## src/rtl/llc_stall_tracker.sv

```systemverilog
// llc_stall_tracker
// Stall/resume bookkeeping for the LLC input decoder: the reset/flush set
// sweep FSM with its set counter, the request-stall capture register, the
// parked-request valid flag and a sticky protocol error flag.
module llc_stall_tracker #(
    parameter int SET_BITS = 8,
    parameter int TAG_BITS = 20
) (
    input  logic                clk,
    input  logic                rst,
    input  logic                start_rst,
    input  logic                start_flush,
    input  logic                incr_rst_flush_stalled_set,
    input  logic                clr_rst_stall,
    input  logic                clr_flush_stall,
    input  logic                set_req_stall,
    input  logic                clr_req_stall,
    input  logic [SET_BITS-1:0] stall_set,
    input  logic [TAG_BITS-1:0] stall_tag,
    input  logic                park_req,
    input  logic                clr_req_in_stalled_valid,
    output logic                rst_stall,
    output logic                flush_stall,
    output logic                req_stall,
    output logic [SET_BITS-1:0] rst_flush_stalled_set,
    output logic                req_in_stalled_valid,
    output logic [SET_BITS-1:0] req_in_stalled_set,
    output logic [TAG_BITS-1:0] req_in_stalled_tag,
    output logic                sweep_done,
    output logic                protocol_err
);

    typedef enum logic [1:0] {
        IDLE        = 2'd0,
        RST_SWEEP   = 2'd1,
        FLUSH_SWEEP = 2'd2
    } state_t;

    state_t                state_reg, state_next;
    logic [SET_BITS-1:0]   set_cnt_reg, set_cnt_next;
    logic                  sweep_done_reg, sweep_done_next;
    logic                  req_stall_reg, req_stall_next;
    logic [SET_BITS-1:0]   stalled_set_reg, stalled_set_next;
    logic [TAG_BITS-1:0]   stalled_tag_reg, stalled_tag_next;
    logic                  stalled_valid_reg, stalled_valid_next;
    logic                  protocol_err_reg, protocol_err_next;

    logic in_idle;
    logic start_taken;
    logic clr_taken;
    logic sweep_err;
    logic req_err;
    logic park_err;

    assign in_idle     = (state_reg == IDLE);
    assign start_taken = in_idle && (start_rst || start_flush);
    // Only the clear matching the active sweep ends it; the other is illegal.
    assign clr_taken   = ((state_reg == RST_SWEEP)   && clr_rst_stall) ||
                         ((state_reg == FLUSH_SWEEP) && clr_flush_stall);

    // Illegal sweep pulses are flagged and otherwise ignored.
    assign sweep_err = (in_idle && incr_rst_flush_stalled_set)
                     || (clr_rst_stall   && (state_reg != RST_SWEEP))
                     || (clr_flush_stall && (state_reg != FLUSH_SWEEP))
                     || (!in_idle && (start_rst || start_flush))
                     || (in_idle && start_rst && start_flush);
    assign req_err  = set_req_stall && req_stall_reg;
    assign park_err = park_req && stalled_valid_reg;

    // Sweep FSM state register.
    always_ff @(posedge clk or negedge rst) begin
        if (!rst) begin
            state_reg <= IDLE;
        end else begin
            state_reg <= state_next;
        end
    end

    // Sweep FSM next-state logic; a reset sweep wins over a flush sweep.
    always_comb begin
        state_next = state_reg;
        case (state_reg)
            IDLE: begin
                if (start_rst) begin
                    state_next = RST_SWEEP;
                end else if (start_flush) begin
                    state_next = FLUSH_SWEEP;
                end
            end
            RST_SWEEP: begin
                if (clr_rst_stall) begin
                    state_next = IDLE;
                end
            end
            FLUSH_SWEEP: begin
                if (clr_flush_stall) begin
                    state_next = IDLE;
                end
            end
            default: state_next = IDLE;
        endcase
    end

    // Sweep FSM outputs, decoded straight from the state register.
    always_comb begin
        rst_stall   = (state_reg == RST_SWEEP);
        flush_stall = (state_reg == FLUSH_SWEEP);
    end

    // Next values for the counter, request capture, park flag and error flag.
    always_comb begin
        set_cnt_next = set_cnt_reg;
        if (start_taken) begin
            set_cnt_next = '0;
        end else if (!in_idle && incr_rst_flush_stalled_set) begin
            // Natural wrap of the SET_BITS-wide adder gives modulo 2^SET_BITS.
            set_cnt_next = set_cnt_reg + SET_BITS'(1);
        end

        sweep_done_next = clr_taken;

        req_stall_next   = req_stall_reg;
        stalled_set_next = stalled_set_reg;
        stalled_tag_next = stalled_tag_reg;
        if (set_req_stall) begin
            req_stall_next   = 1'b1;
            stalled_set_next = stall_set;
            stalled_tag_next = stall_tag;
        end else if (clr_req_stall) begin
            req_stall_next = 1'b0;
        end

        stalled_valid_next = stalled_valid_reg;
        if (park_req) begin
            stalled_valid_next = 1'b1;
        end else if (clr_req_in_stalled_valid) begin
            stalled_valid_next = 1'b0;
        end

        protocol_err_next = protocol_err_reg || sweep_err || req_err || park_err;
    end

    // Datapath registers; everything clears asynchronously on reset.
    always_ff @(posedge clk or negedge rst) begin
        if (!rst) begin
            set_cnt_reg       <= '0;
            sweep_done_reg    <= 1'b0;
            req_stall_reg     <= 1'b0;
            stalled_set_reg   <= '0;
            stalled_tag_reg   <= '0;
            stalled_valid_reg <= 1'b0;
            protocol_err_reg  <= 1'b0;
        end else begin
            set_cnt_reg       <= set_cnt_next;
            sweep_done_reg    <= sweep_done_next;
            req_stall_reg     <= req_stall_next;
            stalled_set_reg   <= stalled_set_next;
            stalled_tag_reg   <= stalled_tag_next;
            stalled_valid_reg <= stalled_valid_next;
            protocol_err_reg  <= protocol_err_next;
        end
    end

    assign rst_flush_stalled_set = set_cnt_reg;
    assign sweep_done            = sweep_done_reg;
    assign req_stall             = req_stall_reg;
    assign req_in_stalled_set    = stalled_set_reg;
    assign req_in_stalled_tag    = stalled_tag_reg;
    assign req_in_stalled_valid  = stalled_valid_reg;
    assign protocol_err          = protocol_err_reg;

endmodule

```

## config.mk

```make
export PLATFORM = sky130hd
export DESIGN_NAME = llc_stall_tracker
export DESIGN_NICKNAME = d
export VERILOG_FILES = /design/src/rtl/llc_stall_tracker.sv
export SDC_FILE = /design/constraint.sdc
export NUM_CORES = 1
export LEC_CHECK = 0
export BUFFER_PORTS_ARGS = -buffer_cell sky130_fd_sc_hd__buf_2
export CORE_MARGIN = 2
export CORE_UTILIZATION = 45
export CTS_CLUSTER_SIZE = 24
export DETAILED_ROUTE_END_ITERATION = 16
export HOLD_SLACK_MARGIN = 0.15
export PLACE_DENSITY_LB_ADDON = 0.25
export SLEW_MARGIN = 15
export SYNTH_ARGS = -nofsm -noshare
export SYNTH_HDL_FRONTEND = slang
export SYNTH_SLANG_ARGS = --single-unit
```

## constraint.sdc

```tcl
create_clock -name clk -period 1.43 [get_ports clk]
set_clock_uncertainty 0.05 [all_clocks]
set_input_delay 0.0715 -clock clk [delete_from_list [all_inputs] [get_ports clk]]
set_output_delay 0.0715 -clock clk [all_outputs]
set_load 0.1 [all_outputs]
```

==> results.md, run 1 <==
Run status:
- The flow ran to the end, and the final reports show no timing, DRC or antenna violations.

Worst setup path:
- Walking the worst path, the cells encountered are o21a_2 > mux2_1 > a21oi_1.
- Among all stages on the critical path, the largest delay is contributed by dfrtp_2.
- The delay of the slowest critical-path stage is 0.48 ns.
- The buffer and inverter count on the worst path is 0.
- STA classifies the critical path startpoint as a flip-flop.
- In this run the worst path has a maximum fanout of 8.
- The endpoint of the most critical register-to-register path is rst_flush_stalled_set[2]$_DFFE_PN0P_.
- Data on the critical path is required at its endpoint by 1.59 ns.
- The reg-to-reg setup timing slack is 0.09 ns.
- STA classifies the critical path endpoint as a flip-flop.
- For the worst flop-to-flop path, the logic depth is 3.
- The family with the most delay on the worst path is flip-flops.
- Data on the critical path arrives at its endpoint at 1.50 ns.
- The launching point of the worst reg2reg path is state_reg[0]$_DFFE_PN0P_.
- In this run the worst setup path begins at state_reg[0]$_DFFE_PN0P_.
- The setup path with the least slack is of type reg -> reg.

Synth:
- Each instance of the synthesized netlist takes up on average 14.1 um2.
- In this run, synthesis produced a sequential element count of 42.
- The share of Yosys cell area claimed by the top area cell type is 62.1%.
- The cell taking the most area after synthesis is dfrtp_1.
- Counting flops with a built-in enable in the synthesized netlist gives 0.
- After synthesis, flip-flops and latches occupy 62.1% of the total area.
- After technology mapping, the gate count stands at 120.
- After synthesis, the cell types taking the most area are dfrtp_1 62%, mux2_2 19%, xor2_1 2.6%.
- For this run, the leading register cell type out of synthesis is dfrtp_1.
- The share of synthesized flip-flops with an asynchronous set or reset is 100%.
- Yosys printed 0 warnings.
- The count of unique library cells instantiated by Yosys is 24.
- The most common cell in the netlist is dfrtp_1.
- When the netlist entered floorplanning its net count stood at 160.
- The mapped cell area is 1690 um2.
- In the synthesized netlist, the cells that appear most often are 42 x dfrtp_1, 28 x mux2_2, 9 x nor2_1.

Drt:
- After detailed routing, the number of vias per cell comes to 4.79.
- The residual DRC count is 0.
- For this block, the routed nets add up to 3.86 mm of wire.
- After detailed routing, the average wire length per cell comes to 13.2 um.
- Summing over every cut layer, the via total after detailed routing is 1,398.
- The detailed-routing iteration count for the pre-antenna-repair pass is 4.
- The number of DRC markers in iteration 0 is 57.
- The number of nets with antenna violations after detailed routing is 0.

Power:
- The total design power is 4430 uW.
- In this run the static leakage power is 0.00131 uW.
- VDD sags by at most 0.00124 V.
- For this design the ratio of total power to cell area is 1630 nW/um2.

Placed design:
- The post-placement setup slack is 0.0584 ns.
- The number of port buffers is 80.
- The congestion estimate from routability-driven global placement came to 0.920.
- Detailed placement ended at an HPWL of 2.55 mm.

Floorplanning:
- The floorplan step set the die height to 65.3 um.
- From left edge to right edge, the die measures 65.3 um.
- The floorplan step defined a core boundary enclosing 3630 um2.
- The area of the die is 4270 um2.
- For this configuration, the core starts out at a cell density of 46.6%.
- The standard-cell row count is 22.
- During I/O placement, the number of pins put on the boundary was 81.

Timing:
- The worst path needs 1.34 ns of the cycle, external delays included.
- The highest clock frequency the design can meet is 744 MHz.
- The number of endpoints with negative hold slack in the final report is 0.
- At the pin with the least slew margin, the transition time is 0.614 ns.
- Hold is met by 0.213 ns.
- Dividing the final minimum period by the clock period gives 93.9%.
- The final max-slew violation count is 0.
- The count of endpoints failing setup in the final report is 0.
- Setup repair after global routing left no endpoint under its margin.
- Across all setup checks in the final design, the least slack found is 0.0867 ns.
- Headroom to the max-slew limit came out at 59.0%.

Clocking:
- After clock tree synthesis, the clock-pin slew on the worst setup and hold paths is 0.08 ns.
- The H-tree depth is 2.
- The post-CTS setup buffer count is 0.
- The clock reaches the later pin of the worst-skew pair after 0.28 ns.
- The clock passes through at most 2 buffers.
- The clock tree root driver cell is clkbuf_8.
- TritonCTS built the clock tree.
- The clock sink count is 42.
- Buffers inserted during clock tree synthesis total 5.

GRT:
- The number of global-route vias before repair came to 1,456.
- The number of antenna violations at the first check in global routing is 0.
- Entering global routing, the biggest net connects 31 pins.
- Summed over all layers, the global routing overflow is 0.
- The global-route wire length before repair is 6.29 mm.
- The total global-route track usage is 19.3%.

Cells and area:
- The number of fill cells is 250.
- For this run, the post-layout net count is 283.
- The repair_antennas step left the layout with diodes totalling 0.
- The number of flip-flops in the largest register is 20.
- The layout-stage area growth over the synthesis result is 60.3%.
- The utilization of the core after routing is 74.7%.
- Of the cells placed in the final design, the portion with a size suffix greater than 1 is 54.5%.

Min path:
- The path type of the worst min-delay path is in -> async.

Flow run:
- Max-cap violations in this run came to 0.
[power breakdown]
part | total (uW) | leakage [uW] | switching, uW | internal [uW]
registers | 1530 | 0.000490 | 157 | 1370
logic | 2020 | 0.000761 | 1470 | 544
clock network | 887 | 0.0000579 | 374 | 513
total | 4430 | 0.00131 | 2000 | 2430
[logic make-up after synthesis]
logic type,count (synthesis),share of synthesized area [%]
flops,42,62.1
mux,30,20.2
xor+xnor,5,2.59
fa+ha+maj,1,0.739
compound gates,15,6.50
buf+inv,7,1.77
simple gates,20,6.14
[cell type report]
class / instances / area (um2) / share of cell area (%)
clock inverter: 3 / 40.0 / 1.48
timing repair buffer: 119 / 828 / 30.5
sequential: 42 / 1070 / 39.6
tap: 48 / 60.1 / 2.21
inverter: 4 / 15.0 / 0.553
clock buffer: 5 / 68.8 / 2.54
multi-input combinational: 71 / 627 / 23.1
[worst max path at each step]
stage,endpoint,cells past startpoint,slack (ns)
2_1_floorplan,protocol_err$_DFF_PN0_,4,-0.15
3_3_place_gp,protocol_err$_DFF_PN0_,3,0.08
3_5_place_dp,rst_flush_stalled_set[2]$_DFFE_PN0P_,3,0.06
4_1_cts,rst_flush_stalled_set[2]$_DFFE_PN0P_,3,0.03
5_1_grt,rst_flush_stalled_set[0]$_DFFE_PN0P_,3,0.02
6_report,rst_flush_stalled_set[2]$_DFFE_PN0P_,3,0.09
[stage by stage]
step / cells / TNS [ns] / cell area (um2)
after floorplan: 120 / -0.147 / 1730
after global placement: 247 / 0 / 2230
after detailed placement: 247 / 0 / 2230
after CTS: 292 / 0 / 2710
after global routing: 292 / 0 / 2710
final: 292 / 0 / 2710
[cell usage in the layout (no fill, tap or decap), types with 2 or more instances in the layout]
cell           instances
buf_2                 78
nor2_1                 9
dfrtp_1               33
a21o_1                 2
dfrtp_4                5
dlygate4sd3_1         37
and3_1                 2
inv_1                  4
nand4_1                3
xor2_1                 5
nor2b_4                2
mux2_2                28
dfrtp_2                4
a211oi_1               2
o21ai_1                2
clkbuf_8               5
nand2_1                2
buf_12                 3
clkinv_2               2
a21oi_1                3
a22o_1                 3
[layer usage]
metal / global-route usage (%) / share of wire, % / vias to the layer above
met4: 7.55 / 2.0 / 0
met3: 3.77 / 4.6 / 11
met5: 0 / 0 / -
met1: 21.3 / 39 / 666
met2: 36.2 / 54 / 53
li1: - / - / 668
[what timing repair did]
action                                 CTS  global route
endpoints found under the hold margin   76             0
setup endpoints to repair                0             3
gates resized for setup                  0             1
hold buffers                            37             0
(Power assumes the default switching activity.)
==> run 2: changes to the inputs <==
Clock period 1.43 ns to 1.5 ns, I/O delays scaled along.
==> results.md, run 2 (synthesis results as in run 1) <==
Run status:
- Outcome: finished clean (unchanged).

Timing:
- The count of endpoints failing setup in the final report came to 0 (unchanged).
- The worst slew margin relative to its limit was 57.8% (was 59.0%).
- The number of endpoints with negative hold slack in the final report is 0 (unchanged).
- Setup repair after global routing missed its margin: no (unchanged).
- The setup slack of the critical path after layout came to 0.113 ns (was 0.0867 ns).
- The highest clock frequency the design can meet is 721 MHz.
- The final max-slew violation count is 0 (unchanged).
- The transition at the pin with the smallest max-transition slack was 0.633 ns (was 0.614 ns).
- The post-route fraction of the period consumed by the critical path is 92.5%.
- The smallest clock period supported by the final layout is computed as 1.39 ns.

Placed design:
- The number of port buffers is 80 (unchanged).
- The routability congestion estimate from global placement is 0.872 (was 0.920).
- The post-placement setup slack came to 0.123 ns (was 0.0584 ns).
- The placed cell count is 247 (unchanged).
- The area after detailed placement is 2210 um2 (was 2230 um2).
- The HPWL reported at the end of detailed placement is 2.70 mm (was 2.55 mm).

Cells and area:
- The non-filler instance count after layout is 290 (was 292).
- The fraction of layout instances using a drive strength above 1 is 54.1% (was 54.5%).
- Most frequent cells in the layout: 78 x buf_2, 35 x dlygate4sd3_1, 34 x dfrtp_1, 28 x mux2_2 (was 78 x buf_2, 37 x dlygate4sd3_1, 33 x dfrtp_1, 28 x mux2_2, 9 x nor2_1).
- The most common library cell in the layout ignoring fill and taps is buf_2 (unchanged).
- The multi-input logic area was 627 um2 (unchanged).
- The number of antenna repair diodes is 0 (unchanged).
- The total area of sequential cells is 1060 um2 (was 1070 um2).
- The post-layout net count is 281 (was 283).
- The layout-stage area growth over the synthesis result came to 56.5% (was 60.3%).
- The number of fill cells is 272 (was 250).
- The number of flip-flops in the largest register is 20 (unchanged).
- The final standard cell area without fillers is 2650 um2 (was 2710 um2).

Floorplanning:
- The area of the die is 4270 um2 (unchanged).
- The standard-cell row count came to 22 (unchanged).
- The placeable core area is 3630 um2 (unchanged).
- The number of top-level design ports is 81 (unchanged).
- The effective utilization at floorplan is 46.6% (unchanged).
- The die height was 65.3 um (unchanged).
- The width of the chip is 65.3 um (unchanged).

Worst setup path:
- The peak fanout along the critical path is 6 (was 8).
- The capture point of the worst path is rst_flush_stalled_set[2]$_DFFE_PN0P_ (unchanged).
- The worst path required time is 1.66 ns (was 1.59 ns).
- The critical path class was in -> reg (was reg -> reg).
- The nature of the critical path startpoint was an input pin (was flip-flop).
- The endpoint of the most critical register-to-register path is rst_flush_stalled_set[2]$_DFFE_PN0P_ (unchanged).
- The launching point of the worst reg2reg path is state_reg[0]$_DFFE_PN0P_ (unchanged).
- The worst reg2reg path depth is 3 (unchanged).
- The reg-to-reg setup timing slack is 0.12 ns (was 0.09 ns).
- The startpoint of the most critical setup path was start_rst (was state_reg[0]$_DFFE_PN0P_).
- The critical path capture point type is a flip-flop (unchanged).
- The arrival time of the worst setup path is 1.55 ns (was 1.50 ns).

Drt:
- The residual DRC count is 0 (unchanged).
- The number of vias per cell is 4.76 (was 4.79).
- The via total after detailed routing is 1,379 (was 1,398).
- The per-cell routed wire length is 14.3 um (was 13.2 um).
- The number of nets with antenna violations after detailed routing was 0 (unchanged).
- The routed wire length is 4.14 mm (was 3.86 mm).
- The number of DRC markers in iteration 0 is 28 (was 57).
- The detailed-routing iteration count for the pre-antenna-repair pass is 3 (was 4).

Min path:
- The critical hold path startpoint is incr_rst_flush_stalled_set.
- The path type of the worst min-delay path is in -> reg (was in -> async).

Power:
- The power per cell area is 1540 nW/um2 (was 1630 nW/um2).
- The standby leakage power is 0.00129 uW (was 0.00131 uW).
- The worst voltage drop across the vdd grid is 0.000908 V (was 0.00124 V).

Clocking:
- The post-CTS setup buffer count is 0 (unchanged).
- The TritonCTS clock tree is yes (unchanged).
- The clock latency reported for the late side of the worst-skew pair is 0.28 ns (about the same).
- The deepest clock path buffer count was 2 (unchanged).
- The H-tree depth is 2 (unchanged).
- The clock sink count is 42 (unchanged).
- The clock tree root driver cell is clkbuf_8 (unchanged).
- The clock transition at the registers of the reported paths was 0.07 ns (was 0.08 ns).
- The CTS buffer count is 5 (unchanged).

GRT:
- The global-route wire length before repair is 6.80 mm (was 6.29 mm).
- The maximum number of pins on one net before global-route repair is 31 (unchanged).
- The number of global-route vias before repair was 1,495 (was 1,456).
- The total global-route track usage is 21.3% (was 19.3%).
- The number of antenna violations at the first check in global routing is 0 (unchanged).
- The residual overflow from global routing came to 0 (unchanged).

Flow run:
- The number of violations of the max-capacitance limit is 0 (unchanged).
-- run 2: final cells by class --
| cell class | count | area share, % |
|---|---|---|
| Clock buffer | 7 | 3.26 |
| Clock inverter | 1 | 0.189 |
| Inverter | 4 | 0.567 |
| Multi-Input combinational cell | 71 | 23.7 |
| Sequential cell | 42 | 40.0 |
| Tap cell | 48 | 2.27 |
| Timing Repair Buffer | 117 | 30.0 |
-- run 2: worst max-delay path, cell delays in order --
cell	delay, ns
dlygate4sd3_1	0.54
buf_2	0.15
nor2_2	0.12
nor3_2	0.07
buf_4	0.17
mux2_1	0.28
a21oi_1	0.15
-- run 2: timing repair --
item	4_1_cts	5_1_grt
gates resized for setup	0	1
hold buffers	35	0
hold endpoints to repair	55	0
endpoints found under the setup margin	0	1
-- run 2: metrics by stage --
step | hold WS (ns) | TNS (ns) | utilization [%] | total power [uW]
6_report | 0.161 | 0 | 72.9 | 4080
2_1_floorplan | -0.271 | -0.0774 | - | 2880
4_1_cts | 0.157 | 0 | 72.9 | 4110
5_1_grt | 0.176 | 0 | 72.9 | 4290
3_5_place_dp | 0.0101 | 0 | 60.7 | 3310
3_3_place_gp | 0.0109 | 0 | 60.7 | 3270
-- run 2: power by group --
part	switching, uW	total, uW	internal, uW
Clock	355	726	371
Combinational	1410	1920	510
Sequential	149	1440	1290
Total	1910	4080	2170
-- run 2: layer usage --
layer	vias to the layer above	share of wire [%]	global-route usage, %
met5	-	0	0
met4	0	2.2	6.51
met3	9	5.4	5.48
met2	47	54	40.9
met1	656	38	22.4
li1	667	-	-
-- run 2: how the worst min path moves through the flow --
| stage | endpoint | cells past startpoint |
|---|---|---|
| after floorplan | protocol_err$_DFF_PN0_ | 0 |
| after global placement | req_in_stalled_tag[4]$_DFFE_PN0P_ | 1 |
| after detailed placement | req_in_stalled_tag[4]$_DFFE_PN0P_ | 1 |
| after CTS | protocol_err$_DFF_PN0_ | 5 |
| after global routing | protocol_err$_DFF_PN0_ | 5 |
| final | protocol_err$_DFF_PN0_ | 5 |
==> run 3: changes to the inputs <==
Settings changed: REMOVE_ABC_BUFFERS from default to 1.
==> results.md, run 3 (synthesis results as in run 1) <==
Worst setup path:
- The worst reg2reg path depth is 3 (unchanged).
- The buffer and inverter count on the worst path is 1 (was 3).
- Sequence of cells on the critical path: nor2_1 > a211oi_1 > dlygate4sd3_1 (was dlygate4sd3_1 > buf_2 > nor2_2 > nor3_2 > buf_4 > mux2_1 > a21oi_1).
- The critical path capture point type is a flip-flop (unchanged).
- The endpoint of the most critical register-to-register path is state_reg[0]$_DFFE_PN0P_ (was rst_flush_stalled_set[2]$_DFFE_PN0P_).
- The delay of the slowest critical-path stage is 0.58 ns (was 0.54 ns).
- The arrival time of the worst setup path is 1.57 ns (was 1.55 ns).
- The reg-to-reg setup timing slack is 0.09 ns (was 0.12 ns).
- The critical path class is reg -> reg (was in -> reg).
- The capture point of the worst path is state_reg[0]$_DFFE_PN0P_ (was rst_flush_stalled_set[2]$_DFFE_PN0P_).
- The startpoint of the most critical setup path was state_reg[0]$_DFFE_PN0P_ (was start_rst).
- The cell type of the slowest stage on the worst timing path is dlygate4sd3_1 (unchanged).
- The peak fanout along the critical path is 8 (was 6).
- The nature of the critical path startpoint is a flip-flop (was input pin).
- The worst path required time is 1.66 ns (about the same).
- The family with the most delay on the worst path is buffers and inverters (unchanged).
- The launching point of the worst reg2reg path was state_reg[0]$_DFFE_PN0P_ (unchanged).
- The path length in cells of the critical path is 3 (was 7).

Clocking:
- The clock sink count came to 42 (unchanged).
- The H-tree depth came to 2 (unchanged).
- The clock tree root driver cell is clkbuf_8 (unchanged).
- The clock transition at the registers of the reported paths is 0.07 ns (about the same).
- The deepest clock path buffer count is 2 (unchanged).
- The CTS buffer count was 5 (unchanged).
- The clock latency reported for the late side of the worst-skew pair is 0.28 ns (about the same).
- The TritonCTS clock tree was yes (unchanged).

GRT:
- The maximum number of pins on one net before global-route repair was 31 (unchanged).
- The number of global-route vias before repair was 1,508 (was 1,495).
- The total global-route track usage was 21.2% (was 21.3%).
- The global-route wire length before repair came to 6.83 mm (was 6.80 mm).
- The residual overflow from global routing is 0 (unchanged).
- The number of antenna violations at the first check in global routing came to 0 (unchanged).

Drt:
- The number of nets with antenna violations after detailed routing was 0 (unchanged).
- The detailed-routing iteration count for the pre-antenna-repair pass was 4 (was 3).
- The per-cell routed wire length is 14.2 um (was 14.3 um).
- The routed wire length was 4.13 mm (was 4.14 mm).
- The via total after detailed routing came to 1,410 (was 1,379).
- The number of vias per cell is 4.85 (was 4.76).
- The residual DRC count is 0 (unchanged).
- The number of DRC markers in iteration 0 is 42 (was 28).

Timing:
- The number of endpoints with negative hold slack in the final report is 0 (unchanged).
- The worst hold slack is 0.170 ns (was 0.161 ns).
- The count of endpoints failing setup in the final report is 0 (unchanged).
- The worst slew margin relative to its limit is 57.4% (was 57.8%).
- The transition at the pin with the smallest max-transition slack is 0.640 ns (was 0.633 ns).
- Setup repair after global routing missed its margin: no (unchanged).
- The post-route fraction of the period consumed by the critical path is 93.9% (was 92.5%).
- The sum of negative setup slack came to 0 ns (unchanged).
- The clock period minus final worst setup slack is 1.41 ns (was 1.39 ns).
- The final max-slew violation count is 0 (unchanged).
- The highest clock frequency the design can meet is 710 MHz (was 721 MHz).

Power:
- The clock share of power is 16.7% (was 17.8%).
- The standby leakage power is 0.00131 uW (was 0.00129 uW).
- The worst voltage drop across the vdd grid is 0.00162 V (was 0.000908 V).
- The power per cell area was 1530 nW/um2 (was 1540 nW/um2).
- The switching share of total power is 46.5% (was 46.8%).
- The register share of total power is 35.1% (was 35.2%).
- The part of the total power dissipated in combinational logic came to 48.2% (was 47.0%).
- The total design power is 4080 uW (about the same).
- The switching power of the nets is 1900 uW (was 1910 uW).
- The cell-internal power is 2180 uW (was 2170 uW).

Cells and area:
- The number of antenna repair diodes is 0 (unchanged).
- The fraction of layout instances using a drive strength above 1 is 51.4% (was 54.1%).
- The final standard cell area without fillers is 2660 um2 (was 2650 um2).
- The utilization of the core after routing is 73.2% (was 72.9%).
- The post-layout net count is 284 (was 281).
- The number of flip-flops in the largest register is 20 (unchanged).
- Most frequent cells in the layout: 78 x buf_2, 40 x dfrtp_1, 36 x dlygate4sd3_1, 28 x mux2_2, 8 x nor2_1 (was 78 x buf_2, 35 x dlygate4sd3_1, 34 x dfrtp_1, 28 x mux2_2).
- The most common library cell in the layout ignoring fill and taps is buf_2 (unchanged).
- The layout-stage area growth over the synthesis result was 57.1% (was 56.5%).

Placed design:
- The number of port buffers is 80 (unchanged).
- The routability congestion estimate from global placement is 0.741 (was 0.872).
- The area after detailed placement was 2210 um2 (about the same).
- The HPWL reported at the end of detailed placement is 2.67 mm (was 2.70 mm).

Floorplanning:
- The die height was 65.3 um (unchanged).
- The effective utilization at floorplan was 46.6% (unchanged).
- The number of top-level design ports is 81 (unchanged).
- The area of the die is 4270 um2 (unchanged).
- The width of the chip was 65.3 um (unchanged).
- The placeable core area is 3630 um2 (unchanged).
- The standard-cell row count was 22 (unchanged).

Min path:
- The path type of the worst min-delay path was in -> reg (unchanged).

Flow run:
- The number of violations of the max-capacitance limit is 0 (unchanged).

Run status:
- Outcome: finished clean (unchanged).
[run 3: cell type report]
class | instances | area (um2)
Clock buffer | 6 | 82.6
Fill cell | 256 | 975
Inverter | 4 | 15.0
Multi-Input combinational cell | 71 | 614
Sequential cell | 42 | 1050
Tap cell | 48 | 60.1
Timing Repair Buffer | 120 | 833
[run 3: layer usage]
metal	GRT usage [%]	routed length [um]
met4	7.03	34
met3	5.14	203
met5	0	0
met2	39.4	2230
met1	23.6	1660
[run 3: what timing repair did]
item,in CTS,in global routing
resized for setup,0,3
setup endpoints to repair,0,4
setup buffers,0,0
hold buffers,36,0
endpoints found under the hold margin,76,0
[run 3: metrics by stage]
step	worst slack, ns	instances
finish	0.0910	291
global route	0.0346	291
CTS	0.0405	291
detailed placement	0.159	249
global placement	0.188	249
floorplan	-0.944	117
[run 3: power groups by stage]
stage	Combinational (uW)	Clock, uW	Sequential, uW
finish	1970	680	1430
detailed placement	1870	0	1440
floorplan	488	0	2340
global route	2040	787	1450
global placement	1850	0	1420
CTS	1960	711	1420
[run 3: worst min path at each step]
stage	startpoint	end	slack (ns)	depth (start not counted)
after floorplan	rst	protocol_err$_DFF_PN0_	-0.27	0
after global placement	rst	req_in_stalled_tag[13]$_DFFE_PN0P_	-0.003	1
after detailed placement	rst	req_in_stalled_tag[13]$_DFFE_PN0P_	0.006	1
after CTS	start_flush	protocol_err$_DFF_PN0_	0.16	5
after global routing	start_flush	protocol_err$_DFF_PN0_	0.23	5
final	incr_rst_flush_stalled_set	protocol_err$_DFF_PN0_	0.17	5
[run 3: worst reg2reg max path: cells and delay by family, from the launching register on]
family | cells | cell delay (ns)
AOI/OAI and AO/OA | 1 | 0.21
and+or+nand+nor | 1 | 0.06
DFF | 1 | 0.45
buffers and inverters | 1 | 0.58
